**config.mk**
```make
export PLATFORM = sky130hd
export DESIGN_NAME = sprite_compositor
export DESIGN_NICKNAME = d
export VERILOG_FILES = /design/src/rtl/sprite_compositor.sv
export SDC_FILE = /design/constraint.sdc
export NUM_CORES = 1
export LEC_CHECK = 0
export BUFFER_PORTS_ARGS = -buffer_cell sky130_fd_sc_hd__buf_4
export CORE_AREA = 2 2 305 307
export CTS_CLUSTER_DIAMETER = 40
export DETAILED_ROUTE_END_ITERATION = 16
export DIE_AREA = 0 0 307 309
export PLACE_DENSITY = 0.58
export RECOVER_POWER = 50
export SKIP_CTS_REPAIR_TIMING = 1
export SLEW_MARGIN = 10
export SYNTH_ARGS = -nofsm -noshare
export SYNTH_HDL_FRONTEND = slang
export SYNTH_SLANG_ARGS = --single-unit
export TNS_END_PERCENT = 30
```
**constraint.sdc**
```tcl
create_clock -name clk -period 6.75 [get_ports clk]
set_clock_uncertainty 0.2 [all_clocks]
set_input_delay 0.3375 -clock clk [delete_from_list [all_inputs] [get_ports clk]]
set_output_delay 0.3375 -clock clk [all_outputs]
set_load 0.05 [all_outputs]
```
**src/rtl/sprite_compositor.sv**
```systemverilog
// sprite_compositor: per-pixel compositor for the VGA game display.
// For each (draw_x, draw_y) it fetches the maze/food tile row, one bitmap row per sprite
// slot and one score-digit glyph row from external 1-cycle synchronous ROMs, resolves
// sprite priority with transparency, overlays the BCD score and emits 4:4:4 RGB.
// Fixed latency of 3 clocks from the sampling edge; throughput 1 pixel per clock.
//
// Ports:
//   clk, rst_n                       pixel clock, asynchronous active-low reset
//   i_pix_valid, i_draw_x, i_draw_y  active-video strobe and pixel coordinate
//   i_frame_start                    latches sprite state and score into shadow registers
//   i_spr_x/y/dir/en/col, i_score    live sprite state and BCD score (MS digit on top)
//   o_map_addr, i_map_row/food_row   maze/food ROM (one row per 16-px tile row)
//   o_spr_rom_addr, i_spr_rom_data   per-slot sprite ROM {dir, row}
//   o_num_rom_addr, i_num_rom_data   digit glyph ROM {digit, row}
//   o_rgb_valid, o_r, o_g, o_b       output pixel
module sprite_compositor #(
  parameter int unsigned NUM_SPR      = 5,
  parameter int unsigned SPR_BPP      = 4,
  parameter int unsigned SCORE_DIGITS = 4,
  parameter int unsigned SCORE_X      = 1100,
  parameter int unsigned SCORE_Y      = 16,
  parameter int unsigned MAP_W        = 80,
  parameter int unsigned MAP_H        = 50
) (
  input  logic                          clk,
  input  logic                          rst_n,
  input  logic                          i_pix_valid,
  input  logic                          i_frame_start,
  input  logic [10:0]                   i_draw_x,
  input  logic [9:0]                    i_draw_y,
  input  logic [NUM_SPR*11-1:0]         i_spr_x,
  input  logic [NUM_SPR*10-1:0]         i_spr_y,
  input  logic [NUM_SPR*4-1:0]          i_spr_dir,
  input  logic [NUM_SPR-1:0]            i_spr_en,
  input  logic [NUM_SPR*12-1:0]         i_spr_col,
  input  logic [4*SCORE_DIGITS-1:0]     i_score,
  output logic [5:0]                    o_map_addr,
  input  logic [MAP_W-1:0]              i_map_row,
  input  logic [MAP_W-1:0]              i_food_row,
  output logic [NUM_SPR*8-1:0]          o_spr_rom_addr,
  input  logic [NUM_SPR*16*SPR_BPP-1:0] i_spr_rom_data,
  output logic [7:0]                    o_num_rom_addr,
  input  logic [15:0]                   i_num_rom_data,
  output logic                          o_rgb_valid,
  output logic [3:0]                    o_r,
  output logic [3:0]                    o_g,
  output logic [3:0]                    o_b
);

  localparam int unsigned DIG_W = (SCORE_DIGITS > 1) ? $clog2(SCORE_DIGITS) : 1;
  localparam logic [11:0] SX_LO   = 12'(SCORE_X);
  localparam logic [11:0] SX_HI   = 12'(SCORE_X + 16 * SCORE_DIGITS);
  localparam logic [11:0] SY_LO   = 12'(SCORE_Y);
  localparam logic [11:0] SY_HI   = 12'(SCORE_Y + 16);
  localparam logic [11:0] MAP_W_L = 12'(MAP_W);
  localparam logic [11:0] MAP_H_L = 12'(MAP_H);
  localparam logic [SPR_BPP-1:0] EYE_IDX = SPR_BPP'(7);

  // Frame-latched shadows: rendering never sees the live inputs.
  logic [NUM_SPR*11-1:0]      r_spr_x;
  logic [NUM_SPR*10-1:0]      r_spr_y;
  logic [NUM_SPR*4-1:0]       r_spr_dir;
  logic [NUM_SPR-1:0]         r_spr_en;
  logic [NUM_SPR*12-1:0]      r_spr_col;
  logic [4*SCORE_DIGITS-1:0]  r_score;

  always_ff @(posedge clk or negedge rst_n) begin
    if (!rst_n) begin
      r_spr_x   <= '0;
      r_spr_y   <= '0;
      r_spr_dir <= '0;
      r_spr_en  <= '0;
      r_spr_col <= '0;
      r_score   <= '0;
    end else if (i_frame_start) begin
      r_spr_x   <= i_spr_x;
      r_spr_y   <= i_spr_y;
      r_spr_dir <= i_spr_dir;
      r_spr_en  <= i_spr_en;
      r_spr_col <= i_spr_col;
      r_score   <= i_score;
    end
  end

  // ---- Stage A: hit tests and ROM addresses (sampling edge) ----
  logic [11:0]                  w_x, w_y;
  logic [NUM_SPR-1:0]           w_hit;
  logic [NUM_SPR-1:0][3:0]      w_sox;
  logic [NUM_SPR-1:0][7:0]      w_spr_addr;
  logic                         w_score_hit, w_onmap;
  logic [DIG_W+3:0]             w_sdx;
  logic [3:0]                   w_gy;
  logic [3:0]                   w_dig_rev [SCORE_DIGITS];

  assign w_x = {1'b0, i_draw_x};
  assign w_y = {2'b0, i_draw_y};

  for (genvar k = 0; k < NUM_SPR; k++) begin : g_slot_hit
    logic [11:0] w_kx, w_ky;
    assign w_kx = {1'b0, r_spr_x[11*k +: 11]};
    assign w_ky = {2'b0, r_spr_y[10*k +: 10]};
    assign w_hit[k] = r_spr_en[k] && (w_x >= w_kx) && (w_x < w_kx + 12'd16) &&
                      (w_y >= w_ky) && (w_y < w_ky + 12'd16);
    // Only the low nibble of the offset matters once the hit test has passed.
    assign w_sox[k]      = i_draw_x[3:0] - r_spr_x[11*k +: 4];
    assign w_spr_addr[k] = {r_spr_dir[4*k +: 4], i_draw_y[3:0] - r_spr_y[10*k +: 4]};
  end

  // Digit 0 is the most significant, i.e. the top nibble of the score.
  for (genvar d = 0; d < SCORE_DIGITS; d++) begin : g_digit
    assign w_dig_rev[d] = r_score[4*(SCORE_DIGITS-1-d) +: 4];
  end

  assign w_score_hit = (w_x >= SX_LO) && (w_x < SX_HI) && (w_y >= SY_LO) && (w_y < SY_HI);
  assign w_sdx       = w_x[DIG_W+3:0] - SX_LO[DIG_W+3:0];
  assign w_gy        = i_draw_y[3:0] - SY_LO[3:0];
  assign w_onmap     = ({5'd0, i_draw_x[10:4]} < MAP_W_L) && ({6'd0, i_draw_y[9:4]} < MAP_H_L);

  logic                          r_a_valid, r_a_onmap, r_a_shit;
  logic [6:0]                    r_a_tcol;
  logic [3:0]                    r_a_offx, r_a_offy, r_a_gcol;
  logic [NUM_SPR-1:0]            r_a_hit;
  logic [NUM_SPR-1:0][3:0]       r_a_sox;
  logic [NUM_SPR-1:0][11:0]      r_a_col;

  // ---- Stage B: wait for ROM data ----
  logic                          r_b_valid, r_b_onmap, r_b_shit;
  logic [6:0]                    r_b_tcol;
  logic [3:0]                    r_b_offx, r_b_offy, r_b_gcol;
  logic [NUM_SPR-1:0]            r_b_hit;
  logic [NUM_SPR-1:0][3:0]       r_b_sox;
  logic [NUM_SPR-1:0][11:0]      r_b_col;

  // ---- Stage C: pixel selection from ROM rows ----
  logic [NUM_SPR-1:0][15:0][SPR_BPP-1:0] w_spr_rows;
  logic [NUM_SPR-1:0][SPR_BPP-1:0]       w_idx;
  logic                                  w_map_bit, w_food_bit, w_food_px;

  assign w_spr_rows = i_spr_rom_data;
  for (genvar k = 0; k < NUM_SPR; k++) begin : g_slot_pix
    assign w_idx[k] = r_b_hit[k] ? w_spr_rows[k][r_b_sox[k]] : '0;
  end
  assign w_map_bit  = i_map_row[r_b_tcol];
  assign w_food_bit = i_food_row[r_b_tcol];
  // Food pellet is the 4x4 block in the middle of the tile.
  assign w_food_px  = (r_b_offx >= 4'd6) && (r_b_offx <= 4'd9) &&
                      (r_b_offy >= 4'd6) && (r_b_offy <= 4'd9);

  logic                            r_c_valid, r_c_shit, r_c_glyph, r_c_food, r_c_wall;
  logic [NUM_SPR-1:0][SPR_BPP-1:0] r_c_idx;
  logic [NUM_SPR-1:0][11:0]        r_c_col;

  always_ff @(posedge clk or negedge rst_n) begin
    if (!rst_n) begin
      o_map_addr     <= '0;
      o_spr_rom_addr <= '0;
      o_num_rom_addr <= '0;
      r_a_valid <= 1'b0; r_a_onmap <= 1'b0; r_a_shit <= 1'b0; r_a_tcol <= '0;
      r_a_offx  <= '0;   r_a_offy  <= '0;   r_a_gcol <= '0;   r_a_hit  <= '0;
      r_a_sox   <= '0;   r_a_col   <= '0;
      r_b_valid <= 1'b0; r_b_onmap <= 1'b0; r_b_shit <= 1'b0; r_b_tcol <= '0;
      r_b_offx  <= '0;   r_b_offy  <= '0;   r_b_gcol <= '0;   r_b_hit  <= '0;
      r_b_sox   <= '0;   r_b_col   <= '0;
      r_c_valid <= 1'b0; r_c_shit  <= 1'b0; r_c_glyph <= 1'b0; r_c_food <= 1'b0;
      r_c_wall  <= 1'b0; r_c_idx   <= '0;   r_c_col   <= '0;
    end else begin
      o_map_addr     <= i_draw_y[9:4];
      o_spr_rom_addr <= w_spr_addr;
      o_num_rom_addr <= {w_dig_rev[w_sdx[DIG_W+3:4]], w_gy};
      r_a_valid <= i_pix_valid;
      r_a_onmap <= w_onmap;
      r_a_shit  <= w_score_hit;
      r_a_tcol  <= i_draw_x[10:4];
      r_a_offx  <= i_draw_x[3:0];
      r_a_offy  <= i_draw_y[3:0];
      r_a_gcol  <= w_sdx[3:0];
      r_a_hit   <= w_hit;
      r_a_sox   <= w_sox;
      // Colours travel with the pixel so a frame_start mid-pipeline cannot tear it.
      r_a_col   <= r_spr_col;

      r_b_valid <= r_a_valid; r_b_onmap <= r_a_onmap; r_b_shit <= r_a_shit;
      r_b_tcol  <= r_a_tcol;  r_b_offx  <= r_a_offx;  r_b_offy <= r_a_offy;
      r_b_gcol  <= r_a_gcol;  r_b_hit   <= r_a_hit;   r_b_sox  <= r_a_sox;
      r_b_col   <= r_a_col;

      r_c_valid <= r_b_valid;
      r_c_shit  <= r_b_shit;
      r_c_glyph <= i_num_rom_data[r_b_gcol];
      r_c_food  <= r_b_onmap & w_map_bit & w_food_bit & w_food_px;
      r_c_wall  <= r_b_onmap & ~w_map_bit;
      r_c_idx   <= w_idx;
      r_c_col   <= r_b_col;
    end
  end

  // ---- Stage D: priority mux ----
  logic [11:0] w_rgb;

  always_comb begin
    w_rgb = 12'h000;
    if (r_c_shit) begin
      w_rgb = r_c_glyph ? 12'hFFF : 12'h000;
    end else if (r_c_food) begin
      w_rgb = 12'hFFF;
    end else if (r_c_wall) begin
      w_rgb = 12'h00A;
    end
    // Walk from the lowest priority slot up so the lowest opaque index wins.
    for (int k = int'(NUM_SPR) - 1; k >= 0; k--) begin
      if (r_c_idx[k] != '0) begin
        w_rgb = (r_c_idx[k] == EYE_IDX) ? 12'hFFF : r_c_col[k];
      end
    end
    if (!r_c_valid) begin
      w_rgb = 12'h000;
    end
  end

  always_ff @(posedge clk or negedge rst_n) begin
    if (!rst_n) begin
      o_rgb_valid <= 1'b0;
      o_r <= '0;
      o_g <= '0;
      o_b <= '0;
    end else begin
      o_rgb_valid <= r_c_valid;
      o_r <= w_rgb[11:8];
      o_g <= w_rgb[7:4];
      o_b <= w_rgb[3:0];
    end
  end

endmodule

```
# Word-level counts from Yosys, hierarchy flattened
# Index checks and enable logic that the tools add are counted.
# word_totals
wordCells	205
output_inout_bits	67
ff_bits	572
input_bits	727
# op_classes
order_cmp	38
n_bitwise	6
reduce_logical	32
n_eq_ne	5
n_mux	39
addsub	21
# ops
operator	n
12-bit 2-to-1 mux	14
4-bit binary-select mux with 4-bit select	5
11-bit by 5-bit adder with 12-bit output (second input constant)	5
11-bit by 12-bit less-than comparator with 1-bit output	5
10-bit by 5-bit adder with 11-bit output (second input constant)	5
11-bit greater-or-equal comparator	5
10-bit by 11-bit less-than comparator with 1-bit output	5
4-bit 2-to-1 mux	13
10-bit greater-or-equal comparator	5
4-bit subtractor	10
4-bit by 5-bit less-than comparator with 1-bit output (second input constant)	6
1-bit logical AND	27
4-bit by 3-bit equality test with 1-bit output (second input constant)	5
4-bit nonzero test	5
1-bit binary-select mux with 7-bit select	2
11-bit greater-or-equal comparator (second input constant)	1
11-bit less-than comparator (second input constant)	1
10-bit by 5-bit greater-or-equal comparator with 1-bit output (second input constant)	1
10-bit by 6-bit less-than comparator with 1-bit output (second input constant)	1
4-bit binary-select mux with 2-bit select	1
4-bit by 3-bit greater-or-equal comparator with 1-bit output (second input constant)	2
4-bit <= comparator (second input constant)	2
7-bit by 8-bit less-than comparator with 1-bit output (second input constant)	1
7-bit less-than comparator (second input constant)	1
other kinds (8)	13

# Logic depth before layout (Yosys ltp)
# logic_depth
word_depth	9
mapped_depth	11

# Least setup slack after synthesis
# OpenSTA, ideal clock, no wires.
# synth_timing
kind	input -> register
startpoint	input i_draw_x[0]
endpoint	register r_a_hit[1]
arrival_time_ns	2.235
required_ns	6.483
cell_stages	11
setup_slack_ns	4.248
path_cell_list	inv_1 ha_1 inv_1 fa_1 a21o_1 a21oi_1 o31ai_1 a2111oi_0 o21ai_0 a21boi_0 o2111a_1
# synth_via
elab_chain_len	5
word_cells_on_any_way	6
cone_classes	order compare: 2; reduce/logical: 4
# synth_lines
item	line	source
start: declaration	29	input logic [10:0] i_draw_x,
11-bit greater-or-equal comparator	102	assign w_hit[k] = r_spr_en[k] && (w_x >= w_kx) && (w_x < w_kx + 12'd16) &&
1-bit logical AND	102	
1-bit logical AND * (2 in a row)	102	
1-bit logical AND *	103	(w_y >= w_ky) && (w_y < w_ky + 12'd16);
named net w_hit[1]	87	logic [NUM_SPR-1:0] w_hit;
end signal: assignment	177	r_a_hit <= w_hit;
end: declaration	122	logic [NUM_SPR-1:0] r_a_hit;
# The timed path passes the listed nets; every way through them passes the cells marked *.
# A chain may end at the register's enable or synchronous reset.

# Final worst setup path
# layout_timing
startpoint	input i_frame_start
endpoint	register r_spr_x[42]
# layout_lines
item	line	source
start: declaration	28	input logic i_frame_start,
end signal: assignment	76	r_spr_x <= i_spr_x;
end: declaration	60	logic [NUM_SPR*11-1:0] r_spr_x;
# No word-level cell between the ends.

==> results_dict.tcl <==
set metrics [dict create \
    pre_cts_ws_ns 3.561 \
    path_cells "buf_8 -> clkbuf_2 -> o21ai_0" \
    tns_ns 0 \
    die-height_um 309 \
    tritoncts "done" \
    syn2layout_area_growth_pct 48.59 \
    critical_path_class "input port to flop" \
    yosysMostFrequentCell "dfrtp_1" \
    wire_per_inst_um 21.26 \
    powerDensity_nw_per_um2 289.1 \
    core_sq_um 91390 \
    root_buffer "clkbuf_16" \
    synth.cell_area_sq_um 26670 \
    routabilityCongestion 0.9303 \
    async_flop_share_pct 100.0 \
    die_w_um 307 \
    drc 0 \
    p_leak_uw 0.01828 \
    grt_pass1_wl_mm 130.5 \
    synth_top_area_share_pct 52.83 \
    synth_top_flop_cell "dfrtp_1" \
    cts_buffers 99 \
    drt-pass1-iter-count 5 \
    cts_buffer_depth 3 \
    crit_path_top_delay_cell "clkbuf_2" \
    violations "capacitance limit, slew limit" \
    antenna_found_initial 17 \
    grt_usage_pct 18.48 \
    syn_inst 2024 \
    max_freq_mhz 237.1 \
    grt_pass1_vias 20478 \
    critPathBufInv 2 \
    min_to "r_spr_x[2]" \
    synth-edff-count 0 \
    grt_start_max_net_pins 199 \
    startpoint_type "input port" \
    synth_adder_area_share_pct 9.242 \
    wl_mm 92.60 \
    avgSynthCellArea_sq_um 13.18 \
    dpl.hpwl_mm 69.85 \
    layout.nets 3998 \
    final-setup-viol-count 0 \
    dr_total_vias 20774 \
    hold_viol 0 \
    antenna_left 0 \
    synth-compound-area-share_pct 8.745 \
    die_area_sq_um 94860 \
    ys_ff_latch 563 \
    clk_pin_slew_ns 0.05 \
    synthMuxAreaShare_pct 17.80 \
    first_iter_violations 1404 \
    max-slew-margin-rel_pct -150.9 \
    io_buffers 793 \
    routed_via_density 4.769 \
    drv_cap 3 \
    setup_slack_ns 2.532 \
    syn_nets 2942 \
    cp-end-kind "flop" \
    insertion_delay_ns 0.65 \
    slew_violations 413 \
    min-delay-start "i_frame_start" \
    finalInstanceArea_sq_um 39630 \
    num-fill-cells 8525 \
    ys_warn_count 0 \
    hp-class "input port to flop" \
    grt-ovfl-total 0 \
    dpl.cell_count 3936 \
    r2r_end "r_c_wall" \
    required_ns 6.87 \
    synth_xor_xnor_area_share_pct 2.167 \
    layout.cells.non_filler 4356 \
    max-vdd-ir-drop_uv 211.7 \
    crit_family "buffers and inverters" \
    layout_min_cycle_time_ns 4.218 \
    initial_core_util_pct 29.18 \
    slowest_delay_ns 2.58 \
    synth_top_family_by_area "multiplexers" \
    clock-sinks 563 \
    min_period_over_period_pct 62.49 \
    synth_top_area_cell "dfrtp_1" \
    cp.arrival_ns 4.34 \
    outcome "complete, but fails checks" \
    yosysSeqAreaShare_pct 52.83 \
    rsz0062_at_grt "no" \
    drive_gt1_share_pct 38.34 \
    top_level_ports 794 \
    r2r_setup_slack_ns 3.50 \
    synthTopCellsByArea "dfrtp_1, mux4_2, ha_1" \
    reg2reg_depth 7 \
    cp_max_fo 198 \
    whs_path_depth 3 \
    synth_common_cells "dfrtp_1, ha_1, o21ai_0" \
    place_area_sq_um 33920 \
    ys_types 61 \
    htreeDepth 3 \
    whs_ns 0.05976 \
    synth-simple-area-share_pct 6.090 \
    worst_pin_slew_ns 3.763 \
    timing.rr.start "r_b_tcol[0]" \
    row_count 111 \
]
-- flip-flops by register name, summed over array words and instances, names as in the netlist, 40 cells and up --
signal and count:
r_spr_y 50, o_spr_rom_addr 40, r_c_col 60, r_spr_x 55
r_a_col 60, r_b_col 60, r_spr_col 60
-- how the worst max path moves through the flow --
stage | slack (ns) | depth (start not counted) | endpoint | from
CTS | 3.51 | 7 | r_c_wall | r_b_tcol[0]
floorplan | 4.25 | 11 | r_a_hit[1] | i_draw_x[0]
finish | 2.53 | 3 | r_spr_x[42] | i_frame_start
global placement | 3.64 | 7 | r_c_food | r_b_tcol[0]
global route | 2.17 | 3 | r_b_tcol[1] | rst_n
detailed placement | 3.56 | 7 | r_c_wall | r_b_tcol[0]
-- logic make-up after synthesis --
kind of cell | after synthesis
adders and majority gates | 191
muxes | 273
AOI/OAI and AO/OA | 381
xor gates and xnor gates | 66
DFF | 563
and+or+nand+nor | 338
buffers and inverters | 212
-- per-layer routing --
| metal | up-vias | global-route usage, % | part of all wire (%) |
|---|---|---|---|
| met4 | 16 | 5.706 | 2.2 |
| met5 | - | 0.6067 | 0.17 |
| met1 | 10373 | 25.08 | 45 |
| met2 | 695 | 28.19 | 46 |
| met3 | 154 | 5.748 | 6.8 |
| li1 | 9536 | - | - |
-- cell type report --
type | count | area, sq um | area share, %
inverters | 136 | 510.5 | 1.288
repair buffers | 1031 | 8258 | 20.84
diodes | 4 | 10.01 | 0.02526
multi-input cells | 1249 | 11750 | 29.66
clock inverters | 76 | 918.4 | 2.318
well taps | 1186 | 1484 | 3.745
clock buffers | 111 | 2603 | 6.568
flip-flops and latches | 563 | 14090 | 35.56
-- worst min-delay path, delay by kind of cell --
family | cells | cell delay, ns
compound gates | 1 | 0.07
buf+inv | 1 | 0.23
simple gates | 1 | 0.13
-- through the flow --
step                      total power [uW]  util [%]
final                                11460     43.36
after floorplan                       5263         -
after CTS                            11480     40.97
after global routing                 11970     43.36
after detailed placement              6249     37.12
after global placement                6229     37.12
-- power by group --
part	internal [uW]	switching (uW)	total, uW
logic	1140	1110	2250
clock network	3190	1970	5160
registers	3750	303	4050
total	8080	3380	11500
-- layout by cell type, fill, tap and decap left out, drive strengths merged, types with 8 or more instances in the layout --
cell	n
a2111oi	8
a211oi	8
a21o	19
a21oi	82
and2	24
buf	777
bufinv	8
clkbuf	136
clkinv	25
clkinvlp	14
dfrtp	563
dlygate4sd3	229
fa	10
ha	181
inv	165
mux2	112
mux2i	16
mux4	145
nand2	129
nand2b	15
nand3	52
nor2	39
nor2b	23
nor3	17
o211ai	12
o21a	19
o21ai	157
o221ai	10
o22ai	13
or3	12
xnor2	58
xor2	8
No activity file was read; power rests on OpenSTA's default activity.
